$ cat src/rtl/interp_upsample.sv
// Stereo linear-interpolation upsampler: one output per sample_tick, interpolated between the two
// most recent low-rate inputs. Optional round-half-up build: define INTERP_ROUND_EN.
module interp_upsample #(
  parameter int unsigned WIDTH   = 32,
  parameter int unsigned MAXLOG2 = 4
) (
  input  logic             clock,
  input  logic             reset,
  input  logic             sample_tick,
  input  logic [2:0]       ratio_log2,
  input  logic             in_valid,
  input  logic [WIDTH-1:0] inleft,
  input  logic [WIDTH-1:0] inright,
  output logic             in_ready,
  output logic [WIDTH-1:0] outleft,
  output logic [WIDTH-1:0] outright,
  output logic             out_valid,
  output logic             underrun,
  output logic             overflow
);

  // Wide enough for (curr - prev) * phase without overflow in the signed multiply.
  localparam int unsigned PW = WIDTH + MAXLOG2 + 2;
  localparam logic [MAXLOG2:0]   CntOne = {{MAXLOG2{1'b0}}, 1'b1};
  localparam logic [MAXLOG2-1:0] PhOne  = {{(MAXLOG2-1){1'b0}}, 1'b1};

  typedef enum logic [1:0] {StEmpty, StPrime, StRun} state_e;

  state_e             state_q, state_d;
  logic [WIDTH-1:0]   prev_l_q, prev_l_d, prev_r_q, prev_r_d;
  logic [WIDTH-1:0]   curr_l_q, curr_l_d, curr_r_q, curr_r_d;
  logic [WIDTH-1:0]   pend_l_q, pend_l_d, pend_r_q, pend_r_d;
  logic               pend_full_q, pend_full_d;
  logic [MAXLOG2-1:0] phase_q, phase_d;
  logic [2:0]         r_act_q, r_act_d;
  logic [WIDTH-1:0]   out_l_q, out_l_d, out_r_q, out_r_d;
  logic               out_valid_q, out_valid_d;
  logic               underrun_q, underrun_d;
  logic               overflow_q, overflow_d;

  logic [2:0]         r_new;
  logic [MAXLOG2:0]   ratio_cnt;
  logic [MAXLOG2:0]   phase_inc;
  logic               wrap;
  logic               consume;
  logic               direct;

  function automatic logic signed [PW-1:0] sext(input logic [WIDTH-1:0] v);
    return {{(PW-WIDTH){v[WIDTH-1]}}, v};
  endfunction

  function automatic logic [WIDTH-1:0] interp(input logic [WIDTH-1:0]   prev,
                                              input logic [WIDTH-1:0]   curr,
                                              input logic [MAXLOG2-1:0] phase,
                                              input logic [2:0]         r);
    logic signed [PW-1:0] d, p, ph, rnd, sum;
    d   = sext(curr) - sext(prev);
    ph  = $signed({{(PW-MAXLOG2){1'b0}}, phase});
    p   = d * ph;
    rnd = '0;
`ifdef INTERP_ROUND_EN
    if (r != 3'd0) rnd[r - 3'd1] = 1'b1;
`endif
    sum = sext(prev) + ((p + rnd) >>> r);
    return WIDTH'(sum);
  endfunction

  assign r_new     = (ratio_log2 > 3'(MAXLOG2)) ? 3'(MAXLOG2) : ratio_log2;
  assign ratio_cnt = CntOne << r_act_q;
  assign phase_inc = {1'b0, phase_q} + CntOne;
  assign wrap      = (phase_inc == ratio_cnt);

  always_comb begin
    state_d     = state_q;
    prev_l_d    = prev_l_q;
    prev_r_d    = prev_r_q;
    curr_l_d    = curr_l_q;
    curr_r_d    = curr_r_q;
    pend_l_d    = pend_l_q;
    pend_r_d    = pend_r_q;
    pend_full_d = pend_full_q;
    phase_d     = phase_q;
    r_act_d     = r_act_q;
    out_l_d     = out_l_q;
    out_r_d     = out_r_q;
    out_valid_d = sample_tick;
    underrun_d  = underrun_q;
    overflow_d  = overflow_q;
    consume     = 1'b0;
    direct      = 1'b0;

    unique case (state_q)
      StEmpty: begin
        if (sample_tick) begin
          out_l_d = '0;
          out_r_d = '0;
        end
        if (pend_full_q) begin
          curr_l_d = pend_l_q;
          curr_r_d = pend_r_q;
          consume  = 1'b1;
          state_d  = StPrime;
        end
      end
      StPrime: begin
        if (sample_tick) begin
          out_l_d = curr_l_q;
          out_r_d = curr_r_q;
        end
        if (pend_full_q) begin
          prev_l_d = curr_l_q;
          prev_r_d = curr_r_q;
          curr_l_d = pend_l_q;
          curr_r_d = pend_r_q;
          consume  = 1'b1;
          phase_d  = '0;
          r_act_d  = r_new;
          state_d  = StRun;
        end
      end
      StRun: begin
        if (sample_tick) begin
          out_l_d = interp(prev_l_q, curr_l_q, phase_q, r_act_q);
          out_r_d = interp(prev_r_q, curr_r_q, phase_q, r_act_q);
          if (wrap) begin
            phase_d  = '0;
            r_act_d  = r_new;
            prev_l_d = curr_l_q;
            prev_r_d = curr_r_q;
            if (pend_full_q) begin
              curr_l_d = pend_l_q;
              curr_r_d = pend_r_q;
              consume  = 1'b1;
            end else if (in_valid) begin
              // Arriving sample bypasses the pending slot.
              curr_l_d = inleft;
              curr_r_d = inright;
              direct   = 1'b1;
            end else begin
              underrun_d = 1'b1;
            end
          end else begin
            phase_d = phase_q + PhOne;
          end
        end
      end
      default: state_d = StEmpty;
    endcase

    if (consume) pend_full_d = 1'b0;
    // A slot freed this cycle can take the incoming sample without flagging overflow.
    if (in_valid && !direct) begin
      if (!pend_full_d) begin
        pend_l_d    = inleft;
        pend_r_d    = inright;
        pend_full_d = 1'b1;
      end else begin
        overflow_d = 1'b1;
      end
    end
  end

  always_ff @(posedge clock) begin
    if (reset) begin
      state_q     <= StEmpty;
      prev_l_q    <= '0;
      prev_r_q    <= '0;
      curr_l_q    <= '0;
      curr_r_q    <= '0;
      pend_l_q    <= '0;
      pend_r_q    <= '0;
      pend_full_q <= 1'b0;
      phase_q     <= '0;
      r_act_q     <= '0;
      out_l_q     <= '0;
      out_r_q     <= '0;
      out_valid_q <= 1'b0;
      underrun_q  <= 1'b0;
      overflow_q  <= 1'b0;
    end else begin
      state_q     <= state_d;
      prev_l_q    <= prev_l_d;
      prev_r_q    <= prev_r_d;
      curr_l_q    <= curr_l_d;
      curr_r_q    <= curr_r_d;
      pend_l_q    <= pend_l_d;
      pend_r_q    <= pend_r_d;
      pend_full_q <= pend_full_d;
      phase_q     <= phase_d;
      r_act_q     <= r_act_d;
      out_l_q     <= out_l_d;
      out_r_q     <= out_r_d;
      out_valid_q <= out_valid_d;
      underrun_q  <= underrun_d;
      overflow_q  <= overflow_d;
    end
  end

  assign in_ready  = ~pend_full_q;
  assign outleft   = out_l_q;
  assign outright  = out_r_q;
  assign out_valid = out_valid_q;
  assign underrun  = underrun_q;
  assign overflow  = overflow_q;

endmodule
$ cat config.mk
export PLATFORM = sky130hd
export DESIGN_NAME = interp_upsample
export DESIGN_NICKNAME = d
export VERILOG_FILES = /design/src/rtl/interp_upsample.sv
export SDC_FILE = /design/constraint.sdc
export NUM_CORES = 2
export LEC_CHECK = 0
export ABC_AREA = 1
export BUFFER_PORTS_ARGS = -buffer_cell sky130_fd_sc_hd__buf_2
export CELL_PAD_IN_SITES_DETAIL_PLACEMENT = 0
export CELL_PAD_IN_SITES_GLOBAL_PLACEMENT = 2
export CORE_MARGIN = 10
export CORE_UTILIZATION = 32
export DETAILED_ROUTE_END_ITERATION = 10
export GPL_ROUTABILITY_DRIVEN = 0
export PLACE_DENSITY = 0.76
export SLEW_MARGIN = 20
export SYNTH_ARGS = -nofsm -noshare
export SYNTH_HDL_FRONTEND = slang
export SYNTH_SLANG_ARGS = --single-unit
$ cat constraint.sdc
create_clock -name clock -period 6.7 [get_ports clock]
set_input_delay 0.335 -clock clock [delete_from_list [all_inputs] [get_ports clock]]
set_output_delay 0.335 -clock clock [all_outputs]
set_load 0.005 [all_outputs]
==> results_tabular.tex <==
\begin{tabular}{lr}
\hline
Metric & Value \\
\hline
\multicolumn{2}{l}{\textbf{Clocking}} \\
\quad Inserted Clock Buffers & 27 \\
\quad Clock H-tree levels & 1 \\
\quad Sink Count & 269 \\
\quad CTS tree & built \\
\quad Count of hold-fix buffers inserted at cts & 0 \\
\quad Deepest clock path buffer count & 3 \\
\quad Clock transition time at the flip-flop clock pins of the worst setup and hold paths & $\sim$0.07 ns \\
\quad Library cell used as clock root buffer & sky130\_fd\_sc\_hd\_\_clkbuf\_16 \\
\quad Clock insertion delay at the later pin of the skew report & 0.57 ns \\
\multicolumn{2}{l}{\textbf{Route}} \\
\quad Remaining antenna violation count & 0 \\
\quad Routed wire length on met2 & 51.19 mm \\
\quad Wirelength, routed & 120.0 mm \\
\quad Vias per cell & 4.882 \\
\quad Met3 routed wirelength & 6.144 mm \\
\quad First drt pass iteration count & 5 \\
\quad DRC violations left & 0 \\
\quad Metal1 wirelength & 61.42 mm \\
\quad Vias & 33870 \\
\quad Drt initial violations & roughly 2300 \\
\quad Highest metal used & met4 \\
\quad Average wire length per cell after detail routing & 17.29 µm \\
\multicolumn{2}{l}{\textbf{Power}} \\
\quad Power per cell area & 180.0 nW/µm² \\
\quad Leakage power summed over all cells & about 23 nW \\
\quad VDD IR-drop max & 243.6 µV \\
\multicolumn{2}{l}{\textbf{Critical path}} \\
\quad Element type at the critical path start & flip-flop \\
\quad Family with the most delay on the worst path & compound AO/OA/AOI/OAI gates \\
\quad Slowest cell on crit path & sky130\_fd\_sc\_hd\_\_fa\_1 \\
\quad Reg2Reg Depth & 48 \\
\quad Max stage delay on crit path & 0.54 ns \\
\quad Crit. End Element & flip-flop \\
\quad Biggest fanout along the worst timing path & 4 \\
\quad Arrival time at the worst endpoint & 8.03 ns \\
\quad Required time worst endpoint & 7.11 ns \\
\quad Setup Crit Path Kind & flip-flop to flip-flop \\
\quad Terminus of the critical flop-to-flop path & outright[30] \\
\quad Worst-case register-to-register setup slack & -0.92 ns \\
\quad Buffers and inverters on the worst path & 11 \\
\quad Reg-to-reg critical path startpoint & prev\_r\_q[2] \\
\multicolumn{2}{l}{\textbf{Layout}} \\
\quad Final \#Nets & 6225 \\
\quad End-of-flow core utilization & 0.4946 \\
\quad Final cell count without fillers & 6938 \\
\quad Final design area excluding fillers & between 40000 and 50000 µm² \\
\quad Filler instances & 9332 \\
\quad Area growth from synthesis to final layout & 53.40\% \\
\quad Fraction of layout instances using a drive strength above 1 & 0.3719 \\
\quad Antenna diode count & 0 \\
\multicolumn{2}{l}{\textbf{Timing}} \\
\quad Clock period minus final worst setup slack & around 7.6 ns \\
\quad Worst rel slew slack & 0.2847 \\
\quad Final Hold Violating Endpoints & 0 \\
\quad Transition time at the pin with the least slew margin & 1.073 ns \\
\quad Final count of negative-setup-slack endpoints & 51 \\
\quad Post-route setup TNS & -31.82 ns \\
\quad RSZ-0062 raised after global routing & true \\
\quad Final critical-path setup slack & -0.9192 ns \\
\quad Slew Viols, Final & 0 \\
\quad Final worst path period share & 1.137 \\
\quad Worst-case clock skew & between 0.01 and 0.015 ns \\
\quad F\_max & about 0.13 GHz \\
\multicolumn{2}{l}{\textbf{Logic synthesis}} \\
\quad Most used DFF post-synth & sky130\_fd\_sc\_hd\_\_dfxtp\_1 \\
\quad Number of enable flip-flop cells after synthesis & 0 \\
\quad Share of Yosys cell area claimed by the top area cell type & 0.1822 \\
\quad Library cell occupying the most area in the post-synthesis netlist & sky130\_fd\_sc\_hd\_\_dfxtp\_1 \\
\quad Most used standard cells in the synthesized netlist & sky130\_fd\_sc\_hd\_\_nand2\_1, sky130\_fd\_sc\_hd\_\_inv\_1, sky130\_fd\_sc\_hd\_\_nor2\_1, sky130\_fd\_sc\_hd\_\_o21ai\_0, sky130\_fd\_sc\_hd\_\_a21oi\_1 \\
\quad Synthesis warning total & 0 \\
\quad Synth Area per Inst & 6.482 µm² \\
\quad Sequential fraction of the synthesis area & 0.1822 \\
\quad Synth cell types & 53 \\
\quad Cell count after synthesis & 4559 \\
\quad FF+latch count, synth & 269 \\
\quad Dominant cell by count in the synthesized netlist & sky130\_fd\_sc\_hd\_\_nand2\_1 \\
\quad Synthesized area & roughly 30000 µm² \\
\quad Ys async rst share & 0 \\
\quad Cell types occupying the most area after synthesis & sky130\_fd\_sc\_hd\_\_dfxtp\_1, sky130\_fd\_sc\_hd\_\_ha\_1, sky130\_fd\_sc\_hd\_\_nand2\_1 \\
\quad Number of nets in the synthesized netlist & 5049 \\
\multicolumn{2}{l}{\textbf{Floorplanning}} \\
\quad Core area & 91660 µm² \\
\quad Chip Width & 323.9 µm \\
\quad Total number of placement rows & 111 \\
\quad Die Area & 104900 µm² \\
\quad Number of top-level design ports & 139 \\
\quad Initial core utilization & 0.3224 \\
\quad Floorplan die height & 323.9 µm \\
\multicolumn{2}{l}{\textbf{Global routing}} \\
\quad Number of antenna violations at the first check in global routing & 1 \\
\quad Via count of the first global-routing pass & 33240 \\
\quad Overall overflow remaining after global route & 0 \\
\quad Pin count of the biggest net entering global routing & 80 \\
\quad Global-route wire length before repair & between 150 and 200 mm \\
\quad Total Routing Usage GR & 0.2214 \\
\multicolumn{2}{l}{\textbf{Job}} \\
\quad Number of max-cap violations & 0 \\
\multicolumn{2}{l}{\textbf{Place}} \\
\quad Pre-CTS setup slack & -1.866 ns \\
\quad Placed cell areas & 39250 µm² \\
\quad DP HPWL & 94.41 mm \\
\quad I/O Buffers & 138 \\
\quad Total placed cells including tap cells & approximately 6800 \\
\multicolumn{2}{l}{\textbf{Outcome}} \\
\quad Outcome & complete, but fails checks \\
\quad Violated checks & negative setup slack \\
\multicolumn{2}{l}{\textbf{Worst hold path}} \\
\quad Origin of the worst min-delay path & inright[23] \\
\quad Hold worst-path end & pend\_r\_q[23] \\
\quad Kind of path behind the tightest hold check & input port to flip-flop \\
\quad Instance count along the most critical hold path & 3 \\
\hline
\end{tabular}
-- state kept, by name (all words and copies together), names as in the netlist, 32 cells and up --
register	cells
outright	32
curr_l_q	32
outleft	32
prev_r_q	32
pend_l_q	32
prev_l_q	32
curr_r_q	32
pend_r_q	32
-- worst min-delay path, delay by kind of cell --
kind	cells	cell delay [ns]
AO/OA/AOI/OAI	1	0.10
buffers and inverters	2	0.11
-- routing by layer --
layer | track usage | vias to the layer above
met5 | 0 | -
met4 | 0.02743 | 0
met3 | 0.02237 | 64
met2 | 0.3388 | 657
met1 | 0.3375 | 16010
li1 | - | 17130
-- cell families after synthesis --
logic type,Yosys count,share of synthesized area
flops,269,0.1822
compound gates,1099,0.2039
simple gates,1734,0.2369
buf+inv,863,0.1111
fa+ha+maj,419,0.2125
mux,35,0.01185
xor+xnor,140,0.04149
-- area by class of cell --
cell class | count | area (µm²) | area share
inverter | 680 | 2557 | 0.05641
clock inverter | 11 | 116.4 | 0.002567
tap | 1186 | 1484 | 0.03273
timing repair buffer | 1330 | 9829 | 0.2168
sequential | 269 | 5403 | 0.1192
clock buffer | 35 | 725.7 | 0.01601
multi-input combinational | 3427 | 25220 | 0.5563
-- power by group --
group,switching [mW],internal (mW)
logic,2.45,2.32
registers,0.114,1.73
clock network,0.697,0.839
-- what timing repair did --
action / 4_1_cts / 5_1_grt
resized for setup: 589 / 412
cloned: 0 / 0
pin swaps: 172 / 193
buffers inserted: 80 / 47
setup endpoints to repair: 55 / 61
-- through the flow --
step           hold slack [ns]  power [mW]
3_5_place_dp            0.4526       5.742
2_1_floorplan           0.4420       3.488
3_3_place_gp            0.4512       5.724
4_1_cts               0.003264       7.889
5_1_grt                0.02983       8.640
6_report               0.02500       8.162
-- how the worst max path moves through the flow --
stage	from	endpoint	slack [ns]	cells past startpoint
after floorplan	prev_r_q[2]	outright[29]	-0.04	45
after detailed placement	curr_r_q[0]	outright[27]	-1.87	44
after global placement	curr_r_q[0]	outright[27]	-1.81	44
after global routing	prev_r_q[2]	outright[28]	-1.39	49
final	prev_r_q[2]	outright[30]	-0.92	48
after CTS	prev_r_q[2]	outright[30]	-0.87	47
-- layout by cell type (no fill, tap or decap), drive strengths merged, types with 3 or more instances in the layout --
cell type and n:
buf 1330, nand2 895, inv 680, nor2 545, o21ai 462, a21oi 427
ha 281, dfxtp 269, nand3 194, fa 138, xor2 94, a31oi 50
xnor2 46, a211oi 42, clkbuf 35, mux2i 35, or2 30, nor3 30
o21a 19, o21bai 19, a21o 17, nand4 16, a21boi 14, o211ai 12
a32o 11, nand3b 7, nor4 7, and3 6, clkinv 6, a221oi 5
o31ai 5, o221ai 5, clkinvlp 3
Power figures use the tool's default switching activity.
